`src/rtl/axi_slave_rd_resp_fsm_pkg.sv`:
```
// Shared types for the AXI slave read-response path: response codes, FSM states
// and small helpers used by the R-channel transmitter.
package axi_slave_rd_resp_fsm_pkg;

    localparam int RRESP_WIDTH = 2;

    typedef enum logic [RRESP_WIDTH-1:0] {
        OKAY   = 2'b00,
        EXOKAY = 2'b01,
        SLVERR = 2'b10,
        DECERR = 2'b11
    } resp_t;

    typedef enum logic {
        IDLE  = 1'b0,
        BURST = 1'b1
    } rd_resp_state_t;

    // SLVERR and DECERR share the upper bit; OKAY/EXOKAY both carry real data.
    function automatic logic resp_is_err(input logic [RRESP_WIDTH-1:0] resp);
        return resp[1];
    endfunction

    function automatic logic [15:0] sat_inc16(input logic [15:0] val);
        return (val == 16'hFFFF) ? val : val + 16'd1;
    endfunction

endpackage

```
`src/rtl/axi_slave_rd_resp_fsm_if.sv`:
```
// Completion-header, data-FIFO and AXI R-channel bundle for the read-response
// transmitter; slave modport faces the design, master modport faces its environment.
interface axi_slave_rd_resp_fsm_if #(
    parameter int ID_WIDTH   = 4,
    parameter int DATA_WIDTH = 256,
    parameter int LEN_WIDTH  = 8
);
    logic                  hdr_valid;
    logic                  hdr_ready;
    logic [ID_WIDTH-1:0]   hdr_id;
    logic [LEN_WIDTH-1:0]  hdr_len;
    logic [1:0]            hdr_resp;

    logic                  dat_empty;
    logic [DATA_WIDTH-1:0] dat_rdata;
    logic                  dat_rd_en;

    logic [ID_WIDTH-1:0]   RID;
    logic [DATA_WIDTH-1:0] RDATA;
    logic [1:0]            RRESP;
    logic                  RLAST;
    logic                  RVALID;
    logic                  RREADY;

    modport slave (
        input  hdr_valid, hdr_id, hdr_len, hdr_resp,
        input  dat_empty, dat_rdata, RREADY,
        output hdr_ready, dat_rd_en,
        output RID, RDATA, RRESP, RLAST, RVALID
    );

    modport master (
        output hdr_valid, hdr_id, hdr_len, hdr_resp,
        output dat_empty, dat_rdata, RREADY,
        input  hdr_ready, dat_rd_en,
        input  RID, RDATA, RRESP, RLAST, RVALID
    );

endinterface

```
`src/rtl/axi_slave_rd_resp_fsm_r_out_reg.sv`:
```
// R-channel holding register: loads a beat when told to, drops RVALID once the
// master accepts and nothing new is loaded, and holds its payload while stalled.
module axi_r_out_reg #(
    parameter int ID_WIDTH   = 4,
    parameter int DATA_WIDTH = 256
) (
    input  logic                  clk,
    input  logic                  rst_n,
    input  logic                  load,
    input  logic                  ready,
    input  logic [ID_WIDTH-1:0]   id_d,
    input  logic [DATA_WIDTH-1:0] data_d,
    input  logic [1:0]            resp_d,
    input  logic                  last_d,
    output logic                  valid,
    output logic [ID_WIDTH-1:0]   id,
    output logic [DATA_WIDTH-1:0] data,
    output logic [1:0]            resp,
    output logic                  last
);

    logic                  vld_p1;
    logic [ID_WIDTH-1:0]   id_p1;
    logic [DATA_WIDTH-1:0] data_p1;
    logic [1:0]            resp_p1;
    logic                  last_p1;

    // Stage p1: registered R-channel beat
    always_ff @(posedge clk or negedge rst_n) begin
        if (!rst_n) begin
            vld_p1  <= 1'b0;
            id_p1   <= '0;
            data_p1 <= '0;
            resp_p1 <= '0;
            last_p1 <= 1'b0;
        end else if (load) begin
            vld_p1  <= 1'b1;
            id_p1   <= id_d;
            data_p1 <= data_d;
            resp_p1 <= resp_d;
            last_p1 <= last_d;
        end else if (vld_p1 && ready) begin
            vld_p1  <= 1'b0;
        end
    end

    assign valid = vld_p1;
    assign id    = id_p1;
    assign data  = data_p1;
    assign resp  = resp_p1;
    assign last  = last_p1;

endmodule

```
`src/rtl/axi_slave_rd_resp_fsm.sv`:
```
// AXI slave read-response transmitter: turns completion headers plus FWFT data
// beats into R-channel bursts. Optional AXI_SLAVE_R_ERR_CNT_EN adds err_cnt.
module axi_slave_rd_resp_fsm
    import axi_slave_rd_resp_fsm_pkg::*;
#(
    parameter int ID_WIDTH   = 4,
    parameter int DATA_WIDTH = 256,
    parameter int LEN_WIDTH  = 8
) (
    input  logic                   ACLK,
    input  logic                   ARESETn,
    axi_slave_rd_resp_fsm_if.slave bus
`ifdef AXI_SLAVE_R_ERR_CNT_EN
    ,
    output logic [15:0]            err_cnt
`endif
);

    rd_resp_state_t        state_q, state_d;
    logic [ID_WIDTH-1:0]   id_q;
    logic [LEN_WIDTH-1:0]  len_q;
    logic [1:0]            resp_q;
    logic                  err_q;
    logic [LEN_WIDTH-1:0]  beat_cnt_q;

    logic                  hdr_ready_c;
    logic                  hdr_take;
    logic                  load_c;
    logic                  out_free;
    logic                  beat_avail;
    logic                  last_beat;

    logic                  rvalid;
    logic [ID_WIDTH-1:0]   rid;
    logic [DATA_WIDTH-1:0] rdata;
    logic [1:0]            rresp;
    logic                  rlast;

    assign out_free   = !rvalid || bus.RREADY;
    assign beat_avail = err_q || !bus.dat_empty;
    // Compare before the increment so a full-length burst ends at cnt == len.
    assign last_beat  = (beat_cnt_q == len_q);
    assign hdr_take   = bus.hdr_valid && hdr_ready_c;

    always_comb begin
        state_d     = state_q;
        hdr_ready_c = 1'b0;
        load_c      = 1'b0;
        case (state_q)
            IDLE: begin
                hdr_ready_c = ARESETn && out_free;
                if (bus.hdr_valid && hdr_ready_c) state_d = BURST;
            end
            BURST: begin
                load_c = beat_avail && out_free;
                if (load_c && last_beat) state_d = IDLE;
            end
            default: state_d = IDLE;
        endcase
    end

    always_ff @(posedge ACLK or negedge ARESETn) begin
        if (!ARESETn) state_q <= IDLE;
        else          state_q <= state_d;
    end

    // Stage p0: header capture and beat counting
    always_ff @(posedge ACLK or negedge ARESETn) begin
        if (!ARESETn) begin
            id_q       <= '0;
            len_q      <= '0;
            resp_q     <= '0;
            err_q      <= 1'b0;
            beat_cnt_q <= '0;
        end else if (hdr_take) begin
            id_q       <= bus.hdr_id;
            len_q      <= bus.hdr_len;
            resp_q     <= bus.hdr_resp;
            err_q      <= resp_is_err(bus.hdr_resp);
            beat_cnt_q <= '0;
        end else if (load_c) begin
            beat_cnt_q <= beat_cnt_q + LEN_WIDTH'(1);
        end
    end

    axi_r_out_reg #(
        .ID_WIDTH   (ID_WIDTH),
        .DATA_WIDTH (DATA_WIDTH)
    ) u_out_reg (
        .clk    (ACLK),
        .rst_n  (ARESETn),
        .load   (load_c),
        .ready  (bus.RREADY),
        .id_d   (id_q),
        .data_d (err_q ? '0 : bus.dat_rdata),
        .resp_d (resp_q),
        .last_d (last_beat),
        .valid  (rvalid),
        .id     (rid),
        .data   (rdata),
        .resp   (rresp),
        .last   (rlast)
    );

    assign bus.hdr_ready = hdr_ready_c;
    // Error beats are synthesized locally, so they never consume FIFO data.
    assign bus.dat_rd_en = load_c && !err_q;
    assign bus.RVALID    = rvalid;
    assign bus.RID       = rid;
    assign bus.RDATA     = rdata;
    assign bus.RRESP     = rresp;
    assign bus.RLAST     = rlast;

`ifdef AXI_SLAVE_R_ERR_CNT_EN
    logic [15:0] err_cnt_q;

    always_ff @(posedge ACLK or negedge ARESETn) begin
        if (!ARESETn)
            err_cnt_q <= '0;
        else if (rvalid && bus.RREADY && rlast && resp_is_err(rresp))
            err_cnt_q <= sat_inc16(err_cnt_q);
    end

    assign err_cnt = err_cnt_q;
`endif

endmodule

```
`src/flat_wrapper.sv`:
```
// flat-port wrapper written by rule: the top's interface ports become plain ports
module axi_slave_rd_resp_fsm_flat import axi_slave_rd_resp_fsm_pkg::*;
#(
    parameter int ID_WIDTH   = 4,
    parameter int DATA_WIDTH = 256,
    parameter int LEN_WIDTH  = 8
)
  (ACLK, ARESETn, bus_hdr_valid, bus_hdr_id, bus_hdr_len, bus_hdr_resp, bus_dat_empty, bus_dat_rdata, bus_RREADY, bus_hdr_ready, bus_dat_rd_en, bus_RID, bus_RDATA, bus_RRESP, bus_RLAST, bus_RVALID);
  axi_slave_rd_resp_fsm_if #(.ID_WIDTH(ID_WIDTH), .DATA_WIDTH(DATA_WIDTH), .LEN_WIDTH(LEN_WIDTH)) bus_i ();
  input  logic ACLK;
  input  logic ARESETn;
  input wire logic [$bits(bus_i.hdr_valid)-1:0] bus_hdr_valid;
  input wire logic [$bits(bus_i.hdr_id)-1:0] bus_hdr_id;
  input wire logic [$bits(bus_i.hdr_len)-1:0] bus_hdr_len;
  input wire logic [$bits(bus_i.hdr_resp)-1:0] bus_hdr_resp;
  input wire logic [$bits(bus_i.dat_empty)-1:0] bus_dat_empty;
  input wire logic [$bits(bus_i.dat_rdata)-1:0] bus_dat_rdata;
  input wire logic [$bits(bus_i.RREADY)-1:0] bus_RREADY;
  output wire logic [$bits(bus_i.hdr_ready)-1:0] bus_hdr_ready;
  output wire logic [$bits(bus_i.dat_rd_en)-1:0] bus_dat_rd_en;
  output wire logic [$bits(bus_i.RID)-1:0] bus_RID;
  output wire logic [$bits(bus_i.RDATA)-1:0] bus_RDATA;
  output wire logic [$bits(bus_i.RRESP)-1:0] bus_RRESP;
  output wire logic [$bits(bus_i.RLAST)-1:0] bus_RLAST;
  output wire logic [$bits(bus_i.RVALID)-1:0] bus_RVALID;
  assign bus_i.hdr_valid = bus_hdr_valid;
  assign bus_i.hdr_id = bus_hdr_id;
  assign bus_i.hdr_len = bus_hdr_len;
  assign bus_i.hdr_resp = bus_hdr_resp;
  assign bus_i.dat_empty = bus_dat_empty;
  assign bus_i.dat_rdata = bus_dat_rdata;
  assign bus_i.RREADY = bus_RREADY;
  assign bus_hdr_ready = bus_i.hdr_ready;
  assign bus_dat_rd_en = bus_i.dat_rd_en;
  assign bus_RID = bus_i.RID;
  assign bus_RDATA = bus_i.RDATA;
  assign bus_RRESP = bus_i.RRESP;
  assign bus_RLAST = bus_i.RLAST;
  assign bus_RVALID = bus_i.RVALID;
  axi_slave_rd_resp_fsm #(.ID_WIDTH(ID_WIDTH), .DATA_WIDTH(DATA_WIDTH), .LEN_WIDTH(LEN_WIDTH)) u_core (.ACLK(ACLK), .ARESETn(ARESETn), .bus(bus_i));
endmodule
```
`config.mk`:
```
export PLATFORM = sky130hd
export DESIGN_NAME = axi_slave_rd_resp_fsm_flat
export DESIGN_NICKNAME = d
export VERILOG_FILES = /design/src/rtl/axi_slave_rd_resp_fsm_pkg.sv /design/src/rtl/axi_slave_rd_resp_fsm_if.sv /design/src/rtl/axi_slave_rd_resp_fsm_r_out_reg.sv /design/src/rtl/axi_slave_rd_resp_fsm.sv /design/src/flat_wrapper.sv
export SDC_FILE = /design/constraint.sdc
export NUM_CORES = 1
export LEC_CHECK = 0
export ABC_CLOCK_PERIOD_IN_PS = 2200
export BUFFER_PORTS_ARGS = -buffer_cell sky130_fd_sc_hd__buf_2
export CORE_MARGIN = 3
export CORE_UTILIZATION = 25
export DETAILED_ROUTE_END_ITERATION = 10
export PLACE_DENSITY = 0.54
export SLEW_MARGIN = 20
export SYNTH_ARGS = -nofsm -noshare
export SYNTH_HDL_FRONTEND = slang
export SYNTH_SLANG_ARGS = --single-unit
```
`constraint.sdc`:
```
create_clock -name ACLK -period 2.2 [get_ports ACLK]
set_clock_uncertainty 0.05 [all_clocks]
set_input_delay 0.11 -clock ACLK [delete_from_list [all_inputs] [get_ports ACLK]]
set_output_delay 0.11 -clock ACLK [all_outputs]
set_load 0.01 [all_outputs]
```
==> flow_summary.ini <==
[outcome]
status = finished clean

[pwr]
p_seq_frac = 0.351
static-leakage-power_uw = 0.009531
vdd_ir_drop_max_mv = 0.5985
total_switching_power_uw = 9238
combinationalPowerShare = 0.416
p_int_uw = 15560
report.power.total_uw = 24800
clock_power_share = 0.233
power_switching_share = 0.3725
power_per_cell_area_nw_per_um2 = 1280

[detailed_routing]
wire_per_inst_um = 15.08
route.detailed.drc = 0
drt_iter0_drc = 509
drt.antenna.violating_nets = 0
detail_route.first_pass.iterations = 7
final_routed_wirelength_um = 39780
detail_route.vias_per_cell = 4.240
vias_after_detailed_routing = 11180

[worst_setup_path]
timing.critical_path.slowest_stage_cell = sky130_fd_sc_hd__dfrtp_4
timing_worst_setup_path_type = reg2reg
crit_path_start_kind = flop
worst_path_largest_cell_delay_ns = 0.51
critPathArrivalTime_ns = 2.23
crit_family = buffers and inverters
cp_cell_sequence = nand2b_4 -> nand3_4 -> buf_4 -> buf_12 -> buf_12 -> o21ai_0
worst_setup_path_end_kind = flop
cpMostUsedCell = sky130_fd_sc_hd__buf_12
worstPathBufferInverterCount = 3
worst-endpoint-required_ns = 2.53
maximum_fanout_along_the_worst_path = 53

[clock_network]
numCtsBuffers = 35
tritoncts = done
tritoncts_num_sinks = 287
ctsLongestPathBuffers = 3
clk_pin_slew_worst_paths_ns = 0.06
root_buffer = sky130_fd_sc_hd__clkbuf_16
worst_skew_pair.late_latency_ns = 0.52
htreeDepth = 2

[timing]
final_min_period_over_clock_period = 0.8647
fmax_mhz = 525.6
finalCriticalPeriod_ns = 1.902
timing_max_transition_violations_final = 0
relSlewSlack = 0.4008
setup_violations_final = 0
grt_setup_unrepaired = no
fin_tns_setup_ns = 0
worst_slew_pin_slew_ns = 0.8989
final-hold-violation-count = 0

[synth]
post-synth-top-count-cell = sky130_fd_sc_hd__dfrtp_1
synth_cells = 1216
edff_count_synth = 0
postSynthRegisterBits = 287
avg_inst_size_synth_um2 = 9.896
yosys_most_used_dff = sky130_fd_sc_hd__dfrtp_1
ys.warnings.count = 0
area_share_of_xor_xnor_cells_in_the_synthesized_design = 0.009461
yosys.area_share.simple = 0.2277
synth_largest_area_cell = sky130_fd_sc_hd__dfrtp_1
synth_top_family_by_area = simple AND/OR/NAND/NOR gates
synth.top_cell.area_share = 0.5968
synth_async_sr_flop_share = 1.000
synth-compound-area-share = 0.1097
post_synth_mux_area_share = 0.02173
synthDistinctLibCells = 27
synth_top_cells_by_count = sky130_fd_sc_hd__dfrtp_1, sky130_fd_sc_hd__nand2_1, sky130_fd_sc_hd__nand2b_1
synth.cell_area_um2 = 12030
yosys.area_share.adder = 0.001040
syn_nets = 1492
ys_seq_area_frac = 0.5968
synth_top_cells_by_area = sky130_fd_sc_hd__dfrtp_1, sky130_fd_sc_hd__nand2b_1, sky130_fd_sc_hd__o21ai_0

[placed_design]
dpl.hpwl_um = 26470
place.port_buffers = 540
gp_congestion = 0.7837

[grt]
groute.usage.overall = 0.1497
grt_overflow = 0
grt_pass1_vias = 11610
antenna_found_initial = 0
grt_start_max_net_pins = 161
grt_pass1_wl_um = 61850

[floorplan]
die_w_um = 225.4
floorplan.rows = 79
ioPinCount = 541
dieArea_um2 = 50810
starting_utilization_of_the_core_area = 0.2558
die_h_um = 225.4
placeable_area_um2 = 47050

[finish]
fillCellCount = 4544
drive_above_1_share = 0.3176
antenna_cells_inserted = 0
final_nets = 2282
utilization = 0.4119
syn2layout_area_growth_pct = 61.03

[hold_path]
hold_path_class = in2async

[job]
timing.max_cap.violations = 0
-- cells by family (layout without fill, tap and decap cells) --
logic type / Yosys count / count (layout)
AO/OA/AOI/OAI: 261 / 261
XOR/XNOR: 13 / 13
adder cells (fa/ha/maj): 1 / 1
buffers and inverters: 89 / 904
flip-flops: 287 / 287
multiplexers: 22 / 22
AND/OR/NAND/NOR: 543 / 543
-- final timing paths --
path                                       startpoint                          to  slack [ns]  cells after the start
max in group asynchronous                     ARESETn  u_core.u_out_reg.data[141]        1.08                      3
min reg2reg                u_core.u_out_reg.data[119]  u_core.u_out_reg.data[119]        0.42                      2
min in group ACLK                      bus_hdr_len[4]             u_core.len_q[4]        0.32                      3
max reg2reg                              u_core.err_q   u_core.u_out_reg.data[19]        0.30                      6
min                                           ARESETn   u_core.u_out_reg.data[39]        0.20                      3
max                                      u_core.err_q   u_core.u_out_reg.data[19]        0.30                      6
-- metrics by stage --
step	std cells	hold WS (ns)	instance area, um^2	setup WS (ns)
after floorplan	1216	-0.2356	12030	0.3423
after global placement	2299	0.2382	15430	0.3852
after detailed placement	2299	0.2341	15430	0.3682
after CTS	2635	0.2366	19340	0.007817
after global routing	2638	0.2815	19380	0.1894
final	2638	0.2036	19380	0.2976
-- worst reg2reg max path: stages, from the launching register on --
cell                       delay, ns
sky130_fd_sc_hd__dfrtp_4        0.51
sky130_fd_sc_hd__nand2b_4       0.18
sky130_fd_sc_hd__nand3_4        0.12
sky130_fd_sc_hd__buf_4          0.25
sky130_fd_sc_hd__buf_12         0.22
sky130_fd_sc_hd__buf_12         0.26
sky130_fd_sc_hd__o21ai_0        0.17
-- cell usage in the layout (no fill, tap or decap), types with 2 or more instances in the layout --
cell	Yosys	routed
sky130_fd_sc_hd__inv_6	0	2
sky130_fd_sc_hd__clkbuf_8	0	10
sky130_fd_sc_hd__nor2b_1	2	2
sky130_fd_sc_hd__buf_4	3	15
sky130_fd_sc_hd__dlygate4sd3_1	0	274
sky130_fd_sc_hd__mux2_4	4	4
sky130_fd_sc_hd__nand2_1	261	261
sky130_fd_sc_hd__clkbuf_1	53	8
sky130_fd_sc_hd__clkbuf_16	0	38
sky130_fd_sc_hd__nand2b_1	257	257
sky130_fd_sc_hd__xor2_1	2	2
sky130_fd_sc_hd__clkinv_2	0	4
sky130_fd_sc_hd__dfrtp_1	287	286
sky130_fd_sc_hd__nand4_1	6	6
sky130_fd_sc_hd__mux2_2	17	17
sky130_fd_sc_hd__buf_2	29	539
sky130_fd_sc_hd__nor3_1	3	3
sky130_fd_sc_hd__buf_12	0	10
sky130_fd_sc_hd__xnor2_1	11	11
sky130_fd_sc_hd__nor2_1	8	8
sky130_fd_sc_hd__o21ai_0	256	256
sky130_fd_sc_hd__o21a_1	4	4
-- power groups by stage --
stage | sequential [uW] | combinational (uW) | clock (uW)
finish | 8710 | 10300 | 5780
global placement | 8690 | 9720 | 0
detailed placement | 8760 | 9890 | 0
CTS | 8710 | 10300 | 6020
floorplan | 9590 | 4910 | 0
global route | 9000 | 11500 | 6200
-- flip-flops by register name (all words and copies together), names as in the netlist, 2 cells and up --
register,count
u_core.beat_cnt_q,8
u_core.id_q,4
u_core.u_out_reg.resp,2
u_core.u_out_reg.data,256
u_core.len_q,8
u_core.u_out_reg.id,4
-- final cells by class --
type	count	area, um^2	area share
clock buffer	55	1094	0.05643
clock inverter	7	67.56	0.003487
inverter	1	3.754	0.0001937
multi-input combinational	840	4448	0.2295
sequential	287	7186	0.3708
tap	607	759.5	0.03919
timing repair buffer	841	5821	0.3004
-- timing repair --
action / in CTS / in global routing
setup buffers: 0 / 2
gates cloned: 0 / 1
endpoints found under the setup margin: 1 / 1
gates resized for setup: 1 / 0
endpoints found under the hold margin: 562 / 0
hold buffers: 274 / 0
pin swaps: 0 / 1
-- metal layers --
layer  track usage  share of wire  wire (um)  up-vias
li1              -              -          -     5499
met2        0.2575           0.49      19490      399
met3       0.03530          0.066       2631       93
met5             0              0          0        -
met4       0.06704          0.036       1432        0
met1        0.1785           0.41      16230     5193
No activity file was read; power rests on OpenSTA's default activity.
